## config.mk

```make
export PLATFORM = sky130hd
export DESIGN_NAME = move_input_conditioner_flat
export DESIGN_NICKNAME = d
export VERILOG_FILES = /design/src/rtl/move_input_conditioner_if.sv /design/src/rtl/move_input_conditioner.sv /design/src/flat_wrapper.sv
export SDC_FILE = /design/constraint.sdc
export NUM_CORES = 1
export LEC_CHECK = 0
export BUFFER_PORTS_ARGS = -buffer_cell sky130_fd_sc_hd__buf_4
export CORE_ASPECT_RATIO = 0.7
export CORE_UTILIZATION = 55
export CTS_CLUSTER_DIAMETER = 120
export CTS_CLUSTER_SIZE = 28
export DETAILED_ROUTE_END_ITERATION = 16
export MAX_ROUTING_LAYER = met4
export PLACE_DENSITY = 0.78
export SLEW_MARGIN = 20
export SYNTH_ARGS = -nofsm -noshare
export SYNTH_HDL_FRONTEND = slang
export SYNTH_SLANG_ARGS = --single-unit
```

## constraint.sdc

```tcl
create_clock -name clk_25Mhz -period 2.5 [get_ports clk_25Mhz]
set_input_delay 0 -clock clk_25Mhz [delete_from_list [all_inputs] [get_ports clk_25Mhz]]
set_output_delay 0 -clock clk_25Mhz [all_outputs]
set_load 0.05 [all_outputs]
```

## src/rtl/move_input_conditioner_if.sv

```systemverilog
// Move-event handshake between the input conditioner (master) and the game FSM (slave).
// move_dir is meaningful only while move_valid is high.
interface move_input_conditioner_if;
    logic       move_valid;
    logic       move_ready;
    logic [1:0] move_dir;

    modport master (
        output move_valid,
        output move_dir,
        input  move_ready
    );

    modport slave (
        input  move_valid,
        input  move_dir,
        output move_ready
    );
endinterface

```

## src/rtl/move_input_conditioner.sv

```systemverilog
// Conditions four raw direction buttons into single move events: synchronise, debounce,
// arbitrate by priority, and hold one event per press until the game FSM accepts it.
module move_input_conditioner #(
    parameter int unsigned DEBOUNCE_CYCLES = 250000,
    parameter int unsigned CNT_W           = 18,
    parameter bit          BTN_ACTIVE_LOW  = 1'b1
) (
    input  logic                      clk_25Mhz,
    input  logic                      reset,
    input  logic                      mov_left,
    input  logic                      mov_right,
    input  logic                      mov_up,
    input  logic                      mov_down,
    output logic [3:0]                btn_state,
    output logic [7:0]                move_count,
    move_input_conditioner_if.master  move_bus
);

    localparam int unsigned NumBtn = 4;
    localparam logic [CNT_W-1:0] CntLast = CNT_W'(DEBOUNCE_CYCLES - 1);
    localparam logic [CNT_W-1:0] CntOne  = CNT_W'(1);

    localparam logic [1:0] DirLeft  = 2'b00;
    localparam logic [1:0] DirRight = 2'b01;
    localparam logic [1:0] DirUp    = 2'b10;
    localparam logic [1:0] DirDown  = 2'b11;

    if (DEBOUNCE_CYCLES < 2) begin : g_bad_debounce
        $error("DEBOUNCE_CYCLES must be at least 2");
    end
    if ((64'(1) << CNT_W) <= 64'(DEBOUNCE_CYCLES)) begin : g_bad_cnt_w
        $error("CNT_W too narrow for DEBOUNCE_CYCLES");
    end

    typedef enum logic [1:0] {
        StIdle,
        StIssue,
        StLock
    } state_e;

    logic [NumBtn-1:0] raw;
    logic [NumBtn-1:0] pressed_raw;
    logic [NumBtn-1:0] sync1_q;
    logic [NumBtn-1:0] sync2_q;
    logic [NumBtn-1:0] lvl_q;
    logic [NumBtn-1:0] lvl_d;
    logic [CNT_W-1:0]  cnt_q [NumBtn];
    logic [CNT_W-1:0]  cnt_d [NumBtn];

    state_e     state_q;
    state_e     state_d;
    logic [1:0] dir_q;
    logic [1:0] dir_d;
    logic [7:0] count_q;
    logic [7:0] count_d;

    // Internally a 1 always means pressed, whatever the board polarity.
    assign raw         = {mov_down, mov_up, mov_right, mov_left};
    assign pressed_raw = BTN_ACTIVE_LOW ? ~raw : raw;

    // Reset value 0 is the released level, so no spurious press follows reset.
    always_ff @(posedge clk_25Mhz or posedge reset) begin
        if (reset) begin
            sync1_q <= '0;
            sync2_q <= '0;
        end else begin
            sync1_q <= pressed_raw;
            sync2_q <= sync1_q;
        end
    end

    // A level flips only after DEBOUNCE_CYCLES consecutive differing samples.
    always_comb begin
        for (int i = 0; i < NumBtn; i++) begin
            cnt_d[i] = cnt_q[i];
            lvl_d[i] = lvl_q[i];
            if (sync2_q[i] == lvl_q[i]) begin
                cnt_d[i] = '0;
            end else if (cnt_q[i] == CntLast) begin
                cnt_d[i] = '0;
                lvl_d[i] = ~lvl_q[i];
            end else begin
                cnt_d[i] = cnt_q[i] + CntOne;
            end
        end
    end

    always_ff @(posedge clk_25Mhz or posedge reset) begin
        if (reset) begin
            lvl_q <= '0;
            for (int i = 0; i < NumBtn; i++) begin
                cnt_q[i] <= '0;
            end
        end else begin
            lvl_q <= lvl_d;
            for (int i = 0; i < NumBtn; i++) begin
                cnt_q[i] <= cnt_d[i];
            end
        end
    end

    always_ff @(posedge clk_25Mhz or posedge reset) begin
        if (reset) begin
            state_q <= StIdle;
            dir_q   <= DirLeft;
            count_q <= '0;
        end else begin
            state_q <= state_d;
            dir_q   <= dir_d;
            count_q <= count_d;
        end
    end

    // LOCK waits for an all-released vector so a held key never repeats.
    always_comb begin
        state_d = state_q;
        dir_d   = dir_q;
        count_d = count_q;
        case (state_q)
            StIdle: begin
                if (|lvl_q) begin
                    state_d = StIssue;
                    if (lvl_q[0]) begin
                        dir_d = DirLeft;
                    end else if (lvl_q[1]) begin
                        dir_d = DirRight;
                    end else if (lvl_q[2]) begin
                        dir_d = DirUp;
                    end else begin
                        dir_d = DirDown;
                    end
                end
            end
            StIssue: begin
                if (move_bus.move_ready) begin
                    state_d = StLock;
                    count_d = count_q + 8'd1;
                end
            end
            StLock: begin
                if (lvl_q == '0) begin
                    state_d = StIdle;
                end
            end
            default: begin
                state_d = StIdle;
            end
        endcase
    end

    assign move_bus.move_valid = (state_q == StIssue);
    assign move_bus.move_dir   = dir_q;
    assign btn_state           = lvl_q;
    assign move_count          = count_q;

endmodule

```

## src/flat_wrapper.sv

```systemverilog
// flat-port wrapper written by rule: the top's interface ports become plain ports
module move_input_conditioner_flat 
#(
    parameter int unsigned DEBOUNCE_CYCLES = 250000,
    parameter int unsigned CNT_W           = 18,
    parameter bit          BTN_ACTIVE_LOW  = 1'b1
)
  (clk_25Mhz, reset, mov_left, mov_right, mov_up, mov_down, btn_state, move_count, move_bus_move_valid, move_bus_move_dir, move_bus_move_ready);
  move_input_conditioner_if move_bus_i ();
  input  logic clk_25Mhz;
  input  logic reset;
  input  logic mov_left;
  input  logic mov_right;
  input  logic mov_up;
  input  logic mov_down;
  output logic [3:0] btn_state;
  output logic [7:0] move_count;
  output wire logic [$bits(move_bus_i.move_valid)-1:0] move_bus_move_valid;
  output wire logic [$bits(move_bus_i.move_dir)-1:0] move_bus_move_dir;
  input wire logic [$bits(move_bus_i.move_ready)-1:0] move_bus_move_ready;
  assign move_bus_move_valid = move_bus_i.move_valid;
  assign move_bus_move_dir = move_bus_i.move_dir;
  assign move_bus_i.move_ready = move_bus_move_ready;
  move_input_conditioner #(.DEBOUNCE_CYCLES(DEBOUNCE_CYCLES), .CNT_W(CNT_W), .BTN_ACTIVE_LOW(BTN_ACTIVE_LOW)) u_core (.clk_25Mhz(clk_25Mhz), .reset(reset), .mov_left(mov_left), .mov_right(mov_right), .mov_up(mov_up), .mov_down(mov_down), .btn_state(btn_state), .move_count(move_count), .move_bus(move_bus_i));
endmodule
```

Yosys cells after proc, flatten, opt, wreduce, memory -nomap -nowiden
Cells that the tools add are included.

storage, ports and cells
  bits in latches = 0
  word-level logic and storage cells = 65
  input port bits = 7
  memory bits (writable) = 0
  register bits after elaboration = 96
  bits in read-only memories = 0
  output and inout port bits = 15
  memories = 0

cells by class
  add/sub/neg operators = 5
  multipliers = 0
  mux-type cells = 15
  eq/ne operators = 13
  $lt $le $gt $ge = 0
  divide/modulo/power cells = 0
  bitwise logic cells = 9
  reduce and logical (&&, ||, !) cells = 10
  shift operators = 0

operator list
  kind                                                                     number
  18-bit two-way mux                                                       8
  18-bit by 1-bit adder with 18-bit output, second input constant          4
  18-bit == test, second input constant                                    4
  2-bit AND reduction                                                      6
  2-bit two-way mux                                                        5
  8-bit by 1-bit adder with 8-bit output, second input constant            1
  1-bit NOT                                                                8
  2-bit by 1-bit inequality test with 1-bit output, second input constant  3
  2-bit one-hot mux with 3 select lines                                    1
  1-bit == test                                                            4
  4-bit zero test                                                          1
  4-bit NOT                                                                1
  4-bit OR reduction                                                       1
  3-bit AND reduction                                                      1
  2-bit by 1-bit == test with 1-bit output, second input constant          1
  2-bit == test, second input constant                                     1
  2-bit zero test                                                          1
  1-bit two-way mux                                                        1

Longest topological paths before layout
Gate-level depths: netlist (run 1).

  word-level depth = 3
  mapped depth = 6
  gate-level depth less buffers = 5

Worst setup path after synthesis (run 1)
No wires, ideal clock.

  kind = reg2reg
  start = register u_core.cnt_q[67] (netlist name)
  end = register u_core.lvl_q[0], in the netlist u_core.btn_state[0]
  arrival time = 1.889 ns
  clock period less this slack = 2.014 ns
  cell stages (with the launch flop) = 5
  data required time = 2.375 ns
  setup time = 0.125 ns
  buffers on the path = 0
  setup slack = 0.486 ns
  cell sequence = dfrtp_1 -> or4b_1 -> or4_4 -> nor2_1 -> mux2_2

on the way
  cells in the longest elaborated chain, start to end = 2

ends and longest elaborated chain
  what                                  line                          source
  from (decl)                           move_input_conditioner.sv:47  logic [CNT_W-1:0] cnt_q [NumBtn];
  from (signal, indexed assignment)     move_input_conditioner.sv:97  cnt_q[i] <= cnt_d[i];
  18-bit == test                        move_input_conditioner.sv:79  end else if (cnt_q[i] == CntLast) begin
  2-bit AND reduction (no source line)  -
  to (signal assigned)                  move_input_conditioner.sv:95  lvl_q <= lvl_d;
  to (decl)                             move_input_conditioner.sv:45  logic [NumBtn-1:0] lvl_q;

Every way passes these cells.
A chain may end at the register's enable or synchronous reset.

==> flow_summary.json, run 1 <==
{
  "status": "complete, no violations",
  "via_per_inst": 5.59,
  "finalCritPeriodShare_pct": 87.6,
  "period_needed_ps": 2190,
  "ys_async_sr_fraction_pct": 100,
  "hold_class": "primary input to asynchronous set/reset pin",
  "antenna_found_initial": 0,
  "antenna_cells": 0,
  "slew_headroom_pct": 67.3,
  "grt_max_degree": 49,
  "hold_buffers": 6,
  "power.leakage_nw": 2.23,
  "finalPower_mw": 3.08,
  "yosys.area.top_type": "dfrtp_1",
  "syn_inst": 443,
  "groute.usage.overall_pct": 22.5,
  "critPathRequiredTime_ps": 2710,
  "rows": 27,
  "vias": 3269,
  "dp_hpwl_um": 5670,
  "synth-seq-cells": 96,
  "drc": 0,
  "slowest_delay_ps": 550,
  "die_width_um": 110,
  "cp_slowest_cell": "or4_4",
  "synth_seq_area_share_pct": 53.0,
  "numPortBuffers": 21,
  "startpoint_type": "register",
  "skew_ps": 5.55,
  "dr.pass1.iters": 4,
  "start_util_pct": 57.1,
  "ys_top_cells_by_area": "dfrtp_1 (53%), xnor2_1 (7.9%), nor2_1 (6.6%)",
  "clk_path_buf_depth": 2,
  "finalSetupTns_ps": 0,
  "path_class": "register to register",
  "syn_avg_cell_area_sq_um": 10.2,
  "maxCapViolations": 0,
  "fin_nets": 491,
  "cts_resized": 0,
  "avgRoutedWirePerCell_um": 14.4,
  "irDropWorstVdd_uv": 440,
  "clk_pin_slew_worst_paths_ps": 60,
  "clock.fmax_ghz": 0.457,
  "crit_path_end_kind": "register",
  "grt_pass1_vias": 3272,
  "ctsRootBufferMaster": "clkbuf_16",
  "synth.distinct_cells": 35,
  "rsz0062_at_grt": "false",
  "synth_nets": 455,
  "h-tree-depth": 3,
  "synthFlopType": "dfrtp_1",
  "cts_setup_buffers": 0,
  "routabilityCongestion": 0.853,
  "cp.arrival_ps": 2400,
  "areaGrowthSynthToFinish_pct": 14.8,
  "cts_tree": "built",
  "power_density_mw_per_mm2": 593,
  "post-synth-top-count-cell": "dfrtp_1",
  "maxSlewViolCount": 0,
  "netlist_top_cells_count": "dfrtp_1 (96), nor2_1 (80), xnor2_1 (41)",
  "synth_top_area_share_pct": 53.0,
  "grt_pass1_wl_um": 15000,
  "clkLatencyLatePin_ps": 340,
  "layout-drive-gt1-share_pct": 10.7,
  "synth_edf_count": 0,
  "first_iter_violations": 158,
  "cts_sinks": 96,
  "worstMarginPinSlew_ps": 489,
  "cp_cell_sequence": "or4b_1, or4_4, o21ai_4, nor2_1",
  "grt_remaining_overflow": 0,
  "numCtsBuffers": 9,
  "finalHoldViolCount": 0,
  "die_h_um": 77.9,
  "setup-violations-final": 0,
  "crit_path_max_fanout": 18,
  "design.portCount": 22,
  "core-area_sq_mm": 0.00794,
  "die_area_sq_mm": 0.00861,
  "wl_um": 8420,
  "synthesis.area_sq_mm": 0.00453,
  "yosysWarnings": 0,
  "postRouteAntennaNets": 0
}
[power breakdown]
| group | leakage, nW | internal [mW] | switching, mW |
|---|---|---|---|
| Clock | 0.150 | 0.827 | 0.550 |
| Combinational | 0.766 | 0.0419 | 0.0684 |
| Sequential | 1.31 | 1.58 | 0.0192 |
| Total | 2.23 | 2.44 | 0.637 |
[cell usage in the layout, fill, tap and decap left out, types with 6 or more instances in the layout]
master          n
nor2_1         80
clkbuf_16       9
xor2_1         26
nand4_1        24
buf_4          25
nor4_1         14
xnor2_1        41
dlygate4sd3_1   6
nor3_1         11
nand3_1        34
nand2_1        21
a21oi_1         9
and4_1         11
dfrtp_1        96
inv_1          15
[registers in the layout (all words and copies together), names as in the netlist]
register	flops
u_core.btn_state	4
u_core.cnt_q	72
u_core.move_bus.move_dir	2
u_core.move_count	8
u_core.state_q	2
u_core.sync1_q	4
u_core.sync2_q	4
[logic make-up (layout without fill, tap and decap cells)]
logic type                 after synthesis  in the layout  synth area share [%]
xor gates and xnor gates                67             67                  13.0
buffers and inverters                   24             65                  2.37
DFF                                     96             96                  53.0
and+or+nand+nor                        223            223                  25.4
adders and majority gates                5              5                  1.38
muxes                                    5              5                  1.24
AOI/OAI and AO/OA                       23             23                  3.62
[routing by layer]
layer	global-route usage (%)	vias to the layer above	wire, um
met5	-	-	0
met1	29.4	1560	4140
met4	9.73	0	126
met3	5.55	13	338
li1	-	1625	-
met2	33.6	71	3820
[through the flow]
step                hold slack, ps  setup slack (ps)  instance area, sq um  utilization, %  instances
floorplan                     59.4               486                  4530               -        443
CTS                            324               305                  5180            65.3        584
global placement               145               378                  4820            60.7        562
detailed placement             145               302                  4820            60.7        562
finish                         217               310                  5200            65.5        585
global route                   251               146                  5200            65.5        585
[area by class of cell]
type,instances,area [sq um]
multi-input cells,323,2020
inverters,16,63.8
flip-flops and latches,96,2400
clock buffers,13,260
fillers,599,2740
well taps,101,126
repair buffers,33,288
clock inverters,3,40.0
[path summary, 6_finish.rpt]
check | startpoint | end | slack [ps] | cells after the start
worst max-delay path | u_core.cnt_q[67] | u_core.cnt_q[57] | 310 | 4
worst min-delay path | reset | u_core.move_count[6] | 220 | 3
worst max register to register | u_core.cnt_q[67] | u_core.cnt_q[57] | 310 | 4
worst min register to register | u_core.sync1_q[2] | u_core.sync2_q[2] | 350 | 0
max in group asynchronous | reset | u_core.cnt_q[60] | 1530 | 5
min in group clk_25Mhz | mov_left | u_core.sync1_q[0] | 330 | 3
[critical path, delay by kind of cell, from the launching register on]
family | cells | cell delay [ps]
AO/OA/AOI/OAI | 1 | 420
flip-flops | 1 | 430
AND/OR/NAND/NOR | 3 | 1200
Power figures use the tool's default switching activity.
==> run 2, diff against run 1 <==
--- a/config.mk
+++ b/config.mk
@@ -6,8 +6,10 @@
 export NUM_CORES = 1
 export LEC_CHECK = 0
 export BUFFER_PORTS_ARGS = -buffer_cell sky130_fd_sc_hd__buf_4
+export CELL_PAD_IN_SITES_DETAIL_PLACEMENT = 0
+export CELL_PAD_IN_SITES_GLOBAL_PLACEMENT = 2
 export CORE_ASPECT_RATIO = 0.7
-export CORE_UTILIZATION = 55
+export CORE_UTILIZATION = 36
 export CTS_CLUSTER_DIAMETER = 120
 export CTS_CLUSTER_SIZE = 28
 export DETAILED_ROUTE_END_ITERATION = 16
==> flow_summary.json, run 2 (same netlist as run 1, synthesis figures left out) <==
{
  "status": "complete, no violations",
  "cts_tree": "built",
  "cp.arrival_ps": 2410,
  "avgRoutedWirePerCell_um": 13.8,
  "grt_remaining_overflow": 0,
  "numPortBuffers": 21,
  "cp_slowest_cell": "or4b_1",
  "setup-violations-final": 0,
  "dp_slack_ps": 295,
  "grt_pass1_wl_um": 15200,
  "largest_reg_flops": 72,
  "final_cell_mix": "dfrtp_1 (96), nor2_1 (80), xnor2_1 (41), nand3_1 (34)",
  "start_util_pct": 37.8,
  "crit_path_max_fanout": 18,
  "numCtsBuffers": 9,
  "grt_max_degree": 38,
  "die_area_sq_mm": 0.0130,
  "reg2regPathDepth": 4,
  "h-tree-depth": 3,
  "areaGrowthSynthToFinish_pct": 15.1,
  "r2r_start": "u_core.cnt_q[67]",
  "finalHoldViolCount": 0,
  "power_density_mw_per_mm2": 562,
  "die_h_um": 95.9,
  "cts_sinks": 96,
  "crit_path_end_kind": "register",
  "irDropWorstVdd_uv": 363,
  "finalSetupTns_ps": 0,
  "clk_pin_slew_worst_paths_ps": 60,
  "slew_headroom_pct": 63.2,
  "critPathRequiredTime_ps": 2700,
  "vias": 3217,
  "skew_ps": 6.13,
  "core-area_sq_mm": 0.0120,
  "dr.pass1.iters": 4,
  "via_per_inst": 5.03,
  "hold_class": "primary input to asynchronous set/reset pin",
  "rsz0062_at_grt": "false",
  "maxCapViolations": 0,
  "dp_hpwl_um": 6150,
  "cts_resized": 0,
  "design.portCount": 22,
  "ctsRootBufferMaster": "clkbuf_16",
  "layout-drive-gt1-share_pct": 10.8,
  "finalPower_mw": 2.93,
  "fin_nets": 491,
  "r2r_end": "u_core.cnt_q[66]",
  "setup_slack_ps": 292,
  "crit_buf_inv": 0,
  "drc": 0,
  "clock.fmax_ghz": 0.453,
  "antenna_cells": 0,
  "startpoint_type": "register",
  "regMostFlops": "u_core.cnt_q",
  "postRouteAntennaNets": 0,
  "clkLatencyLatePin_ps": 340,
  "cp_cell_sequence": "or4b_1, or4_4, o21ai_4, nor2_1",
  "rows": 33,
  "die_width_um": 136,
  "finalCritPeriodShare_pct": 88.3,
  "routabilityCongestion": 0.832,
  "wl_um": 8820,
  "first_iter_violations": 153,
  "cp_top_family": "simple AND/OR/NAND/NOR gates",
  "crit_cells": 4,
  "power.leakage_nw": 2.21,
  "cts_setup_buffers": 0,
  "layout_commonest_cell": "dfrtp_1",
  "holdWs_ps": 264,
  "antenna_found_initial": 0,
  "r2r_slack_ps": 290,
  "groute.usage.overall_pct": 15.6,
  "slowest_delay_ps": 550,
  "grt_pass1_vias": 3064,
  "path_class": "register to register",
  "clk_path_buf_depth": 2,
  "period_needed_ps": 2210,
  "maxSlewViolCount": 0,
  "worstMarginPinSlew_ps": 552
}
[run 2: cell count changes in the layout (fill, tap and decap cells not counted), sizes merged]
cell	previous run	this run
bufinv	1	0
clkinv	2	5
clkbuf	13	10
[run 2: repair_timing]
item,in CTS,in global routing
endpoints found under the setup margin,0,0
hold buffers,6,0
endpoints found under the hold margin,26,0
[run 2: final cells by class]
cell class                 count  area [sq um]
sequential                    96          2400
multi-input combinational    323          2020
clock buffer                  10           229
tap                          157           196
inverter                      16          63.8
clock inverter                 5          25.0
timing repair buffer          33           275
fill                        1150          6760
[run 2: how the worst max path moves through the flow]
stage	end	slack [ps]	start
3_3_place_gp	u_core.cnt_q[14]	330	u_core.cnt_q[13]
4_1_cts	u_core.cnt_q[64]	290	u_core.cnt_q[67]
3_5_place_dp	u_core.cnt_q[63]	290	u_core.cnt_q[67]
5_1_grt	u_core.cnt_q[66]	170	u_core.cnt_q[67]
2_1_floorplan	u_core.btn_state[0]	490	u_core.cnt_q[67]
6_report	u_core.cnt_q[66]	290	u_core.cnt_q[67]
[run 2: where the power goes]
group	internal, mW	switching, mW	total, mW
Combinational	0.0396	0.0691	0.109
Clock	0.660	0.565	1.22
Sequential	1.58	0.0191	1.59
[run 2: tightest hold or removal path: stages]
cell           delay (ps)
dlygate4sd3_1         530
buf_4                 140
clkinvlp_4            370
[run 2: stage by stage]
step | util [%] | cell area (sq um) | cells
after global routing | 43.5 | 5210 | 640
after detailed placement | 40.9 | 4900 | 619
after global placement | 40.9 | 4900 | 619
after CTS | 43.5 | 5210 | 640
final | 43.5 | 5210 | 640
after floorplan | - | 4530 | 443
[run 2: layer usage]
| layer | global-route usage, % | part of all wire, % | up-vias |
|---|---|---|---|
| met2 | 20.7 | 40 | 46 |
| met1 | 22.6 | 55 | 1541 |
| li1 | - | - | 1618 |
| met3 | 4.00 | 3.9 | 12 |
| met4 | 5.00 | 1.3 | 0 |
| met5 | - | 0 | - |
==> run 3, diff against run 2 <==
--- a/config.mk
+++ b/config.mk
@@ -8,13 +8,12 @@
 export BUFFER_PORTS_ARGS = -buffer_cell sky130_fd_sc_hd__buf_4
 export CELL_PAD_IN_SITES_DETAIL_PLACEMENT = 0
 export CELL_PAD_IN_SITES_GLOBAL_PLACEMENT = 2
-export CORE_ASPECT_RATIO = 0.7
-export CORE_UTILIZATION = 36
+export CORE_UTILIZATION = 40
 export CTS_CLUSTER_DIAMETER = 120
 export CTS_CLUSTER_SIZE = 28
 export DETAILED_ROUTE_END_ITERATION = 16
 export MAX_ROUTING_LAYER = met4
-export PLACE_DENSITY = 0.78
+export PLACE_DENSITY = 0.82
 export SLEW_MARGIN = 20
 export SYNTH_ARGS = -nofsm -noshare
 export SYNTH_HDL_FRONTEND = slang
==> constraint.sdc (replaced) <==
create_clock -name clk_25Mhz -period 2.1 [get_ports clk_25Mhz]
set_input_delay 0 -clock clk_25Mhz [delete_from_list [all_inputs] [get_ports clk_25Mhz]]
set_output_delay 0 -clock clk_25Mhz [all_outputs]
set_load 0.05 [all_outputs]
==> flow_summary.json, run 3 (same netlist as run 1, synthesis figures left out) <==
{
  "postRouteAntennaNets": 0,
  "cts_setup_buffers": 0,
  "fin_nets": 511,
  "design.portCount": 22,
  "antenna_found_initial": 0,
  "critPathLaunch": "u_core.cnt_q[13]",
  "regMostFlops": "u_core.cnt_q",
  "layout-drive-gt1-share_pct": 14.9,
  "highest_layer": "met4",
  "slowest_delay_ps": 560,
  "wl_met3_um": 183,
  "via_per_inst": 5.10,
  "clk_pin_slew_worst_paths_ps": 70,
  "r2r_end": "u_core.btn_state[3]",
  "worstMarginPinSlew_ps": 601,
  "areaGrowthSynthToFinish_pct": 18.9,
  "stdcell_count": 644,
  "die_h_um": 108,
  "multi_input_area_sq_mm": 0.00202,
  "cts_tree": "built",
  "cp.arrival_ps": 2230,
  "reg2regPathDepth": 4,
  "grt_remaining_overflow": 0,
  "antenna_cells": 0,
  "largest_reg_flops": 72,
  "path_class": "register to register",
  "crit_path_end_kind": "register",
  "clock.fmax_ghz": 0.500,
  "r2r_slack_ps": 100,
  "numCtsBuffers": 9,
  "core-area_sq_mm": 0.0109,
  "power_density_mw_per_mm2": 660,
  "crit_path_max_fanout": 2,
  "maxSlewViolCount": 0,
  "finalCritPeriodShare_pct": 95.2,
  "groute.usage.overall_pct": 17.1,
  "maxCapViolations": 0,
  "dr.pass1.iters": 4,
  "hold_class": "primary input to asynchronous set/reset pin",
  "numPortBuffers": 21,
  "cp_cell_sequence": "or4b_1, or4_4, nor2_2, mux2_2",
  "clk_path_buf_depth": 2,
  "slew_headroom_pct": 59.9,
  "power.leakage_nw": 2.31,
  "avgRoutedWirePerCell_um": 13.7,
  "grt_max_degree": 42,
  "cts_sinks": 96,
  "h-tree-depth": 3,
  "crit_end": "u_core.btn_state[3]",
  "first_iter_violations": 123,
  "vias": 3283,
  "routabilityCongestion": 0.825,
  "finalSetupTns_ps": 0,
  "grt_pass1_vias": 3170,
  "wl_met2_um": 4090,
  "seq_area_sq_mm": 0.00240,
  "finalHoldViolCount": 0,
  "drc": 0,
  "clkLatencyLatePin_ps": 350,
  "startpoint_type": "register",
  "skew_ps": 12.0,
  "final_cell_mix": "dfrtp_1 (96), nor2_1 (79), buf_4 (44), xnor2_1 (41), nand3_1 (34)",
  "m1WireLength_um": 4510,
  "die_area_sq_mm": 0.0118,
  "rows": 38,
  "dp_hpwl_um": 6150,
  "wl_um": 8850,
  "layout_commonest_cell": "dfrtp_1",
  "setup-violations-final": 0,
  "cp_slowest_cell": "or4_4",
  "rsz0062_at_grt": "false",
  "start_util_pct": 41.4,
  "die_width_um": 108,
  "irDropWorstVdd_uv": 401,
  "period_needed_ps": 2000,
  "dp_cells": 622,
  "critPathRequiredTime_ps": 2330,
  "ctsRootBufferMaster": "clkbuf_16",
  "r2r_start": "u_core.cnt_q[13]",
  "status": "complete, no violations",
  "grt_pass1_wl_um": 15100,
  "filler_cell_count": 1065
}
## run 3: cell count changes in the layout (fill, tap and decap cells not counted), sizes merged
cell,before,now
clkinv,5,3
clkbuf,10,9
clkinvlp,1,5
buf,27,47
## run 3: worst min-delay path by stage
stage / startpoint / to / slack (ps) / cells past startpoint
after floorplan: mov_left / u_core.sync1_q[0] / 60 / 1
after global placement: reset / u_core.sync1_q[2] / 90 / 2
after detailed placement: reset / u_core.sync1_q[2] / 110 / 2
after CTS: reset / u_core.sync2_q[2] / 280 / 3
after global routing: reset / u_core.btn_state[2] / 310 / 3
final: reset / u_core.sync2_q[2] / 280 / 3
## run 3: repair_timing
| action | CTS | global route |
|---|---|---|
| resized for setup | 0 | 1 |
| endpoints found under the hold margin | 27 | 0 |
| setup endpoints to repair | 0 | 1 |
| hold buffers | 6 | 0 |
## run 3: cell type report
class | count | share of cell area [%]
clock buffers | 9 | 4.18
clock inverters | 7 | 0.906
inverters | 16 | 1.18
multi-input cells | 323 | 37.5
flip-flops and latches | 96 | 44.6
well taps | 140 | 3.25
repair buffers | 53 | 8.36
## run 3: metrics by stage
step	instance area, sq um	utilization [%]	hold slack, ps	total power, mW	setup slack [ps]
2_1_floorplan	4530	-	59.4	2.01	86.2
3_3_place_gp	5050	46.2	94.6	2.06	84.3
3_5_place_dp	5050	46.2	107	2.07	72.9
4_1_cts	5390	49.3	283	3.60	58.1
5_1_grt	5390	49.3	309	3.71	31.6
6_report	5390	49.3	276	3.56	100
## run 3: critical path, delay by kind of cell, from the launching register on
family	cells	cell delay, ps
flops	1	370
mux	1	330
simple gates	3	1180
## run 3: report_power, final
part	internal, mW	switching (mW)
registers	1.87	0.0232
logic	0.0550	0.0834
clock network	0.800	0.719
total	2.73	0.826
## run 3: layer usage
metal  track usage (%)  vias up
met1              22.7     1600
li1                  -     1662
met4              5.31        0
met2              25.6       15
met5                 -        -
met3              4.28        6
